===== config.mk =====
export PLATFORM = sky130hd
export DESIGN_NAME = ula_seq
export DESIGN_NICKNAME = d
export VERILOG_FILES = /design/src/rtl/ula_seq.sv
export SDC_FILE = /design/constraint.sdc
export NUM_CORES = 1
export LEC_CHECK = 0
export ABC_CLOCK_PERIOD_IN_PS = 4600
export BUFFER_PORTS_ARGS = -buffer_cell sky130_fd_sc_hd__buf_2
export CAP_MARGIN = 20
export CORE_MARGIN = 2
export CORE_UTILIZATION = 50
export DETAILED_ROUTE_END_ITERATION = 12
export PLACE_DENSITY_LB_ADDON = 0.05
export SLEW_MARGIN = 20
export SYNTH_ARGS = -nofsm -noshare
export SYNTH_HDL_FRONTEND = slang
export SYNTH_SLANG_ARGS = --single-unit

===== constraint.sdc =====
create_clock -name clk -period 4.6 [get_ports clk]
set_clock_uncertainty 0.1 [all_clocks]
set_input_delay 0.46 -clock clk [delete_from_list [all_inputs] [get_ports clk]]
set_output_delay 0.46 -clock clk [all_outputs]
set_load 0.05 [all_outputs]

===== src/rtl/ula_seq.sv =====
// ula_seq: sequential MIPS32 ALU fed by the ALU control decoder.
// Logic, arithmetic and compare ops complete in a single cycle; shifts are
// performed serially, one bit per clock, behind a start/busy/done handshake.
// Optional feature: define ULA_OVERFLOW_EN to register signed add/sub
// overflow. Without it the overflow port is tied to 0.
module ula_seq #(
    parameter int WIDTH = 32,
    localparam int SHW = $clog2(WIDTH)
) (
    input  logic             clk,
    input  logic             reset,
    input  logic             start,
    input  logic [3:0]       operation,
    input  logic             shamt,
    input  logic [WIDTH-1:0] A,
    input  logic [WIDTH-1:0] B,
    input  logic [SHW-1:0]   shamt_val,
    output logic             busy,
    output logic             done,
    output logic [WIDTH-1:0] result,
    output logic             zero,
    output logic             overflow
);

    // Operation codes as produced by the ALU control decoder (2 and 11 unused).
    typedef enum logic [3:0] {
        OP_ADD  = 4'd0,
        OP_SUB  = 4'd1,
        OP_AND  = 4'd3,
        OP_NOR  = 4'd4,
        OP_OR   = 4'd5,
        OP_XOR  = 4'd6,
        OP_SLL  = 4'd7,
        OP_SLLV = 4'd8,
        OP_SRL  = 4'd9,
        OP_SRLV = 4'd10,
        OP_SRA  = 4'd12,
        OP_SRAV = 4'd13,
        OP_SLT  = 4'd14,
        OP_SLTU = 4'd15
    } op_t;

    typedef enum logic {
        IDLE,
        SHIFT
    } state_t;

    state_t           state;
    logic [WIDTH-1:0] work;          // operand being shifted
    logic [SHW-1:0]   cnt;           // shifts still to perform
    logic             shift_left;    // captured direction
    logic             shift_arith;   // captured sign-fill flag

    logic [WIDTH-1:0] sum;
    logic [WIDTH-1:0] diff;
    logic [WIDTH-1:0] fast_result;
    logic [SHW-1:0]   shift_n;
    logic             is_shift;
    logic             is_left;
    logic             is_arith;
    logic [WIDTH-1:0] work_next;
    logic             fast_done;     // single-cycle completion at this edge
    logic             shift_load;    // serial shift accepted at this edge
    logic             shift_last;    // final serial step at this edge

    assign sum  = A + B;
    assign diff = A - B;

    // Shift amount comes from the instruction field or from rs[4:0].
    assign shift_n = shamt ? shamt_val : A[SHW-1:0];

    // Decode the op and compute every single-cycle result.
    always_comb begin
        // NOTE: every output gets a default first so no path can infer a latch.
        fast_result = '0;
        is_shift    = 1'b0;
        is_left     = 1'b0;
        is_arith    = 1'b0;
        case (operation)
            OP_ADD:  fast_result = sum;
            OP_SUB:  fast_result = diff;
            OP_AND:  fast_result = A & B;
            OP_NOR:  fast_result = ~(A | B);
            OP_OR:   fast_result = A | B;
            OP_XOR:  fast_result = A ^ B;
            OP_SLT:  fast_result = {{(WIDTH-1){1'b0}}, ($signed(A) < $signed(B))};
            OP_SLTU: fast_result = {{(WIDTH-1){1'b0}}, (A < B)};
            // A zero-length shift completes in one cycle with B unchanged.
            OP_SLL, OP_SLLV: begin
                fast_result = B;
                is_shift    = 1'b1;
                is_left     = 1'b1;
            end
            OP_SRL, OP_SRLV: begin
                fast_result = B;
                is_shift    = 1'b1;
            end
            OP_SRA, OP_SRAV: begin
                fast_result = B;
                is_shift    = 1'b1;
                is_arith    = 1'b1;
            end
            default: fast_result = '0;
        endcase
    end

    // One serial step of the captured shift.
    always_comb begin
        if (shift_left) begin
            work_next = {work[WIDTH-2:0], 1'b0};
        end else begin
            work_next = {shift_arith & work[WIDTH-1], work[WIDTH-1:1]};
        end
    end

    assign fast_done  = (state == IDLE) && start && !(is_shift && (shift_n != '0));
    assign shift_load = (state == IDLE) && start && is_shift && (shift_n != '0);
    assign shift_last = (state == SHIFT) && (cnt == SHW'(1));

    // Control FSM with registered busy/done/result.
    always_ff @(posedge clk) begin
        // NOTE: sequential state uses non-blocking assignments so every register
        // samples values from before the edge, regardless of statement order.
        if (reset) begin
            state       <= IDLE;
            busy        <= 1'b0;
            done        <= 1'b0;
            result      <= '0;
            work        <= '0;
            cnt         <= '0;
            shift_left  <= 1'b0;
            shift_arith <= 1'b0;
        end else begin
            done <= 1'b0;
            case (state)
                IDLE: begin
                    if (fast_done) begin
                        result <= fast_result;
                        done   <= 1'b1;
                    end else if (shift_load) begin
                        work        <= B;
                        cnt         <= shift_n;
                        shift_left  <= is_left;
                        shift_arith <= is_arith;
                        busy        <= 1'b1;
                        state       <= SHIFT;
                    end
                end
                SHIFT: begin
                    work <= work_next;
                    cnt  <= cnt - SHW'(1);
                    if (shift_last) begin
                        result <= work_next;
                        done   <= 1'b1;
                        busy   <= 1'b0;
                        state  <= IDLE;
                    end
                end
                default: begin
                    state <= IDLE;
                    busy  <= 1'b0;
                end
            endcase
        end
    end

    assign zero = (result == '0);

`ifdef ULA_OVERFLOW_EN
    logic ovf_add;
    logic ovf_sub;
    logic ovf_reg;

    assign ovf_add = (A[WIDTH-1] == B[WIDTH-1]) && (sum[WIDTH-1] != A[WIDTH-1]);
    assign ovf_sub = (A[WIDTH-1] != B[WIDTH-1]) && (diff[WIDTH-1] != A[WIDTH-1]);

    // Overflow flag updates only when an operation completes.
    always_ff @(posedge clk) begin
        if (reset) begin
            ovf_reg <= 1'b0;
        end else if (fast_done) begin
            ovf_reg <= (operation == OP_ADD) ? ovf_add :
                       (operation == OP_SUB) ? ovf_sub : 1'b0;
        end else if (shift_last) begin
            ovf_reg <= 1'b0;
        end
    end

    assign overflow = ovf_reg;
`else
    assign overflow = 1'b0;
`endif

endmodule


======== Yosys cells after proc, flatten, opt, wreduce, memory -nomap -nowiden ========
Index checks and enable logic that the tools add are counted.
cells by class
  add/sub/neg operators ................... 3
  magnitude comparators ................... 2
  eq/ne operators ......................... 18
  multiplexer cells ....................... 26
  bitwise operators ....................... 7
  reduce and logical (&&, ||, !) cells .... 17
operators by type and width
  cell                 number
  $pmux 32 s9          1
  $mux 32              5
  $pmux 32 s2          2
  $lt 32x32->1         2
  $add 32x32->32       1
  $and 32x32->32       1
  $logic_not 32->1     1
  $not 32->32          1
  $or 32x32->32        1
  $sub 32x32->32       1
  $xor 32x32->32       1
  $eq 4x4->1 const B   7
  $eq 4x3->1 const B   4
  $mux 5               3
  $mux 1               11
  $pmux 5 s2           1
  $logic_and 1x1->1    6
  $ne 2x2->1 const B   3
  $pmux 1 s2           3
  $reduce_and 3->1     2
  $reduce_or 6->1      1
  $eq 5x1->1 const B   1
  $reduce_bool 5->1    1
  $sub 5x1->5 const B  1
  other kinds (9)      12
word-level totals
  register bits ........................... 74
  bits of input ports ..................... 77
  output and inout bits ................... 36
  word-level logic and storage cells ...... 81

======== Logic depth before layout (Yosys ltp) ========
Gate-level depths: netlist (run 1).
  word-level depth ........................ 8
  gate-level depth with buffers ........... 11
  gate-level depth less buffers ........... 11

======== Worst setup path after synthesis (run 1) ========
No wires, ideal clock.
  path type ............................... input -> register
  start point ............................. input port A[0]
  end point ............................... register result[16]
  library setup time ...................... 124 ps
  data arrival time ....................... 3,148 ps
  required time ........................... 4,376 ps
  slack ................................... 1,228 ps
  stages on the path ...................... 11
  path buffers ............................ 0
  path through ............................ inv_1 -> ha_1 -> fa_1 -> o21ba_1 -> or4_4 -> a2111oi_4 -> nor2_2 -> o311a_1 -> a221o_1 -> a221oi_2 -> o21ai_1
on the way
  cells in the longest elaborated chain, start to end .. 7
  elaborated cells on any way between the ends .. 12
  classes of those cells .................. add/sub: 2; eq/ne: 1; mux: 4; reduce/logical: 5
ends and longest elaborated chain
  what                                                    RTL line  text
  start, declared                                         15        input logic [WIDTH-1:0] A,
  branches (longest 7 deep; another with $sub 32x32->32)  --
  end signal, assigned                                    138       result <= fast_result;
  end signal, assigned                                    153       result <= work_next;
  end, declared                                           20        output logic [WIDTH-1:0] result,
Parallel ways; which one is timed is not known. The select of a mux whose other input is x is not followed.
A chain may end at the register's enable or synchronous reset.

======== Final worst setup path (run 1) ========
  start point ............................. input port B[6]
  end point ............................... register result[19]
on the way
  cells in the longest elaborated chain, start to end .. 4
  elaborated cells on any way between the ends .. 5
  classes of those cells .................. add/sub: 2; mux: 3
ends and longest elaborated chain
  what                                              RTL line  text
  start, declared                                   16        input logic [WIDTH-1:0] B,
  $sub 32x32->32 or $add 32x32->32 (tied branches)  67, 66
  $pmux 32 s9 (*)                                   79        case (operation)
  $mux 32 (*)                                       137       if (fast_done) begin
  $pmux 32 s2 (*)                                   135       case (state)
Every way passes the cells marked *; elsewhere a longest branch is shown, timed or not. The select of a mux whose other input is x is not followed.

==> flow_summary_export.csv, run 1 <==
group,metric,value,unit
clock_network,postCtsSetupBuffers,0,
die,dieArea,20130,µm²
sta,drv_slew,0,
setup_path,end_kind,"flip-flop",
finish,final_common_cell,"nand2_1",
grt,grtUsageTotal,0.3740,
worst_hold_path,min_delay_path_depth,3,
finish,areaGrowthSynthToFinish,11.57,%
finish,num-nets-final,1570,
pwr,netSwitchingFraction,0.4157,
clock_network,clk_pin_slew,60,ps
grt,grt_pass1_wl,58340,µm
setup_path,cp_data_arrival_time,3650,ps
drt,dr.max_layer_used,"met4",
sta,postLayoutSetupSlackWorst,1044,ps
finish,final_cells,1634,
finish,final_cell_mix,"nand2_1 (161), nor2_1 (113), buf_2 (111)",
place,routabilityCongestion,1.041,
yosys,ys_warn_count,0,
sta,holdWs,337.5,ps
yosys,synthCells,1342,
drt,route.met2.wl,15630,µm
clock_network,root_buffer,"clkbuf_16",
clock_network,cts_buffers,9,
pwr,p_int,1.633,mW
pwr,seqPwrFrac,0.273,
die,fp.dieH,141.9,µm
yosys,ys_seq_elements,74,
run_status,status,"complete, no violations",
setup_path,reg2reg_slack,1760,ps
drt,wl_per_cell,23.58,µm
pwr,p_clk_frac,0.296,
pwr,powerDensity,263.5,nW/µm²
sta,timing.slew.headroom,0.3422,
yosys,ys_async_sr_fraction,0,
yosys,seq_area_frac_synth,0.1558,
clock_network,cts.sinks,74,
clock_network,ctsHoldBuffers,0,
setup_path,rr_endpoint,"cnt[1]$_SDFFE_PP0P_",
worst_hold_path,holdPathEnd,"work[30]$_SDFFE_PP0P_",
drt,wl_met3,5050,µm
sta,setup_tns,0,ps
place,hpwl,29450,µm
clock_network,clockBufferDepth,2,
sta,rsz0062_at_grt,"no",
sta,tightest_slew,984.3,ps
grt,grt_pass1_vias,9881,
run,max_cap_viol_count,0,
die,rows,50,
sta,finalSetupViolCount,0,
pwr,combPwrFrac,0.431,
setup_path,worstSetupStartpointType,"primary input",
place,place_inst,1616,
place,dpl_cell_area,10260,µm²
drt,drc,0,
die,initial_core_util,0.5083,
sta,period_share,0.7731,
drt,firstDrtPassIters,6,
yosys,synth_area_per_cell,7.085,µm²
clock_network,insertion_delay,340,ps
die,dieWidth,141.9,µm
yosys,synth_edf_count,0,
finish,layout-drive-gt1-share,0.1518,
setup_path,crit_type,"in2reg",
finish,nFillCells,1837,
drt,drt_iter0_drc,1178,
drt,vias,10931,
clock_network,cts_tree,"done",
setup_path,cp_max_fo,8,
finish,fin_area,10610,µm²
place,port_buffers,111,
die,ios,113,
worst_hold_path,hp-start,"B[30]",
worst_hold_path,holdCritPathClass,"in2reg",
drt,via_per_inst,6.690,
yosys,synth_ff_type,"dfxtp_1",
sta,max_freq,281.2,MHz
drt,wl_met1,17110,µm
clock_network,cts_resized,0,
drt,routed_wl,38540,µm
clock_network,htreeDepth,3,
grt,antenna_found_initial,4,
pwr,power.total,2.795,mW
yosys,syn-num-nets,1519,
yosys,synth_area,9508,µm²
setup_path,timing.rr.start,"state$_SDFF_PP0_",
place,place_ws,773.5,ps
grt,grt_max_degree,45,
finish,post-route-util,0.5671,
setup_path,reg2reg_depth,8,
sta,min_period,3556,ps
pwr,switchingPower,1.162,mW
die,core,18710,µm²
pwr,power.leakage,4.589,nW
setup_path,critPathRequiredTime,4690,ps
sta,final_hold_viol_count,0,
grt,grt_overflow,0,
drt,ant_nets,0,
yosys,yosysUniqueCellTypes,82,
pwr,peakVddDrop,0.1614,mV
==> power by group through the flow <==
stage | sequential (mW) | combinational [mW] | clock (mW)
after floorplan | 0.842 | 0.721 | 0
after detailed placement | 0.773 | 1.16 | 0
after global placement | 0.773 | 1.16 | 0
after CTS | 0.760 | 1.17 | 0.829
final | 0.764 | 1.20 | 0.827
after global routing | 0.767 | 1.29 | 0.848
==> sequential cells by signal (all words and copies together) (netlist names) <==
signal / cells
work: 32
done: 1
result: 32
cnt: 5
shift_left: 1
state: 1
busy: 1
shift_arith: 1
==> synth_stat cells, drive strengths merged, types with 17 or more instances <==
| cell | number | area share |
|---|---|---|
| inv | 103 | 0.041 |
| mux2 | 29 | 0.034 |
| and3 | 17 | 0.011 |
| a21oi | 89 | 0.047 |
| nor2 | 114 | 0.045 |
| a221o | 20 | 0.021 |
| nor3 | 29 | 0.016 |
| clkbuf | 89 | 0.035 |
| a22oi | 20 | 0.016 |
| o211ai | 29 | 0.023 |
| ha | 98 | 0.13 |
| nand2 | 161 | 0.064 |
| dfxtp | 74 | 0.16 |
| o21ai | 81 | 0.043 |
| a311oi | 31 | 0.029 |
| a211oi | 21 | 0.017 |
| nand3 | 18 | 0.0095 |
| a221oi | 18 | 0.018 |
| a31oi | 21 | 0.014 |
==> routing by layer <==
metal | GRT usage | vias up
met2 | 0.5309 | 641
met4 | 0.08632 | 0
met1 | 0.5474 | 5149
li1 | - | 5080
met5 | 0 | -
met3 | 0.1178 | 61
==> worst max path at each step <==
stage               start                       to
finish               B[6]  result[19]$_SDFFE_PP0P_
CTS                  A[0]  result[28]$_SDFFE_PP0P_
detailed placement   A[0]  result[28]$_SDFFE_PP0P_
floorplan            A[0]  result[16]$_SDFFE_PP0P_
global route         B[6]  result[29]$_SDFFE_PP0P_
global placement     A[0]  result[28]$_SDFFE_PP0P_
==> area by class of cell <==
| class | instances | area, µm² | share of cell area |
|---|---|---|---|
| Multi-Input combinational cell | 1062 | 7291 | 0.6873 |
| Sequential cell | 74 | 1481 | 0.1397 |
| Timing Repair Buffer | 143 | 808.3 | 0.07620 |
| Inverter | 103 | 386.6 | 0.03645 |
| Tap cell | 234 | 292.8 | 0.02760 |
| Clock buffer | 9 | 225.2 | 0.02123 |
| Clock inverter | 6 | 115.1 | 0.01085 |
| Antenna cell | 3 | 7.507 | 0.0007077 |
==> cells by family (layout without fill, tap and decap cells) <==
family	after synthesis	in the layout	share of synthesized area
xor gates and xnor gates	8	8	0.007370
other	1	4	0.0003944
and+or+nand+nor	433	433	0.2132
adders and majority gates	100	100	0.1332
buffers and inverters	206	261	0.08291
DFF	74	74	0.1558
muxes	42	42	0.04803
AOI/OAI and AO/OA	478	478	0.3591
==> worst max-delay path, cell delays in order <==
cell	delay [ps]
buf_2	110
inv_1	60
ha_1	400
a2111oi_0	450
o21ai_0	290
a31oi_1	380
a31oi_1	260
a31oi_1	270
nor2_1	60
a2111oi_0	720
o32ai_1	180
(Power assumes the default switching activity.)
==> inputs of run 2 (changes only) <==
ABC_CLOCK_PERIOD_IN_PS = 2900   (was 4600)
clock period = 2.9 ns   (was 4.6 ns; I/O delays follow)
==> flow_summary_export.csv, run 2 (synthesized netlist as in run 1, its figures left out) <==
group,metric,value,unit
run_status,status,"finished with violations",
run_status,violations,"negative setup slack",
pwr,p_clk_frac,0.257,
sta,postLayoutSetupSlackWorst,-106.2,ps
drt,via_per_inst,6.447,
die,dieWidth,141.9,µm
setup_path,crit_type,"in2reg",
clock_network,cts_buffers,9,
clock_network,htreeDepth,3,
pwr,power.leakage,5.814,nW
worst_hold_path,holdCritPathClass,"in2reg",
setup_path,cp_max_fo,2,
drt,drt_iter0_drc,1445,
grt,grt_max_degree,45,
sta,min_period,3006,ps
sta,finalSetupViolCount,6,
setup_path,cp_data_arrival_time,3130,ps
pwr,netSwitchingFraction,0.4076,
pwr,combPwrFrac,0.489,
sta,tightest_slew,919.1,ps
place,place_ws,-560.4,ps
pwr,power.total,4.782,mW
place,place_inst,1845,
finish,areaGrowthSynthToFinish,32.93,%
grt,grt_overflow,0,
sta,drv_slew,0,
grt,grt_pass1_vias,11077,
die,dieArea,20130,µm²
die,rows,50,
die,ios,113,
place,hpwl,32790,µm
die,fp.dieH,141.9,µm
pwr,p_int,2.833,mW
grt,grt_pass1_wl,62650,µm
finish,final_cell_mix,"buf_4 (258), nand2_1 (161), nor2_1 (113)",
pwr,seqPwrFrac,0.254,
clock_network,cts.sinks,74,
sta,rsz0062_at_grt,"yes",
clock_network,clk_pin_slew,60,ps
die,initial_core_util,0.5083,
drt,wl_per_cell,21.98,µm
grt,antenna_found_initial,2,
drt,ant_nets,0,
drt,vias,12030,
setup_path,reg2reg_slack,620,ps
drt,routed_wl,41010,µm
grt,grtUsageTotal,0.3989,
clock_network,ctsHoldBuffers,0,
setup_path,worstSetupStartpointType,"primary input",
pwr,switchingPower,1.949,mW
finish,post-route-util,0.6757,
finish,final_common_cell,"buf_4",
finish,num-nets-final,1804,
setup_path,critPathRequiredTime,3030,ps
drt,firstDrtPassIters,6,
sta,final_hold_viol_count,0,
drt,drc,0,
clock_network,insertion_delay,340,ps
die,core,18710,µm²
sta,max_freq,332.6,MHz
finish,layout-drive-gt1-share,0.2900,
sta,period_share,1.037,
finish,final_cells,1866,
pwr,peakVddDrop,0.3040,mV
place,port_buffers,111,
pwr,powerDensity,378.3,nW/µm²
sta,timing.slew.headroom,0.3857,
place,routabilityCongestion,1.056,
clock_network,cts_tree,"done",
clock_network,clockBufferDepth,2,
setup_path,end_kind,"flip-flop",
finish,top_regs,"result: 32 flops, work: 32 flops, cnt: 5 flops",
clock_network,root_buffer,"clkbuf_16",
run,max_cap_viol_count,0,
run 2: worst max-delay path, stage by stage:
cell       delay [ps]
buf_12             90
inv_12             30
ha_4              150
fa_2              350
o21ba_4           230
or4_4             440
a2111oi_4         370
buf_4             180
nor2_2             30
o311a_1           300
a221o_1           340
a221oi_2          240
o21ai_1            90
run 2: per-stage QoR:
step	area (µm²)	hold WS (ps)	setup TNS (ps)
6_report	12640	166.4	-323.1
2_1_floorplan	9542	342.7	-201.4
3_5_place_dp	12080	384.1	-8912
3_3_place_gp	12080	376.0	-8707
5_1_grt	12640	188.6	-1015
4_1_cts	12470	156.4	-295.4
run 2: power by group through the flow:
stage | combinational [mW] | sequential (mW) | clock [mW]
6_report | 2.34 | 1.22 | 1.23
5_1_grt | 2.49 | 1.22 | 1.28
4_1_cts | 2.23 | 1.21 | 1.22
3_5_place_dp | 2.21 | 1.23 | 0
3_3_place_gp | 2.19 | 1.23 | 0
2_1_floorplan | 1.15 | 1.34 | 0
run 2: layer usage:
layer  vias up  global-route usage  part of all wire
li1       5538                   -                 -
met1      5640              0.5833              0.44
met2       740              0.5861              0.41
met3       110             0.07965              0.12
met4         2              0.1237             0.032
met5         -                   0           0.00029
run 2: path summary, 6_finish.rpt:
kind                             endpoint              startpoint  cells after the start
setup / recovery  result[16]$_SDFFE_PP0P_                    A[0]                     13
hold / removal      work[30]$_SDFFE_PP0P_                   B[30]                      3
setup reg to reg  result[24]$_SDFFE_PP0P_     cnt[1]$_SDFFE_PP0P_                     10
hold reg to reg    result[0]$_SDFFE_PP0P_  result[0]$_SDFFE_PP0P_                      2
run 2: final cells by class:
class                   count  area [µm²]
clock buffers              10       239.0
diodes                      1       2.502
flip-flops and latches     74        1481
fillers                  1651        6067
well taps                 234       292.8
repair buffers            377        2656
multi-input cells        1062        7488
inverters                 103       399.1
clock inverters             5       78.83
run 2: timing repair:
item	4_1_cts	5_1_grt
setup buffers	1	4
resized for setup	19	32
endpoints found under the setup margin	16	22
pin swaps	17	27
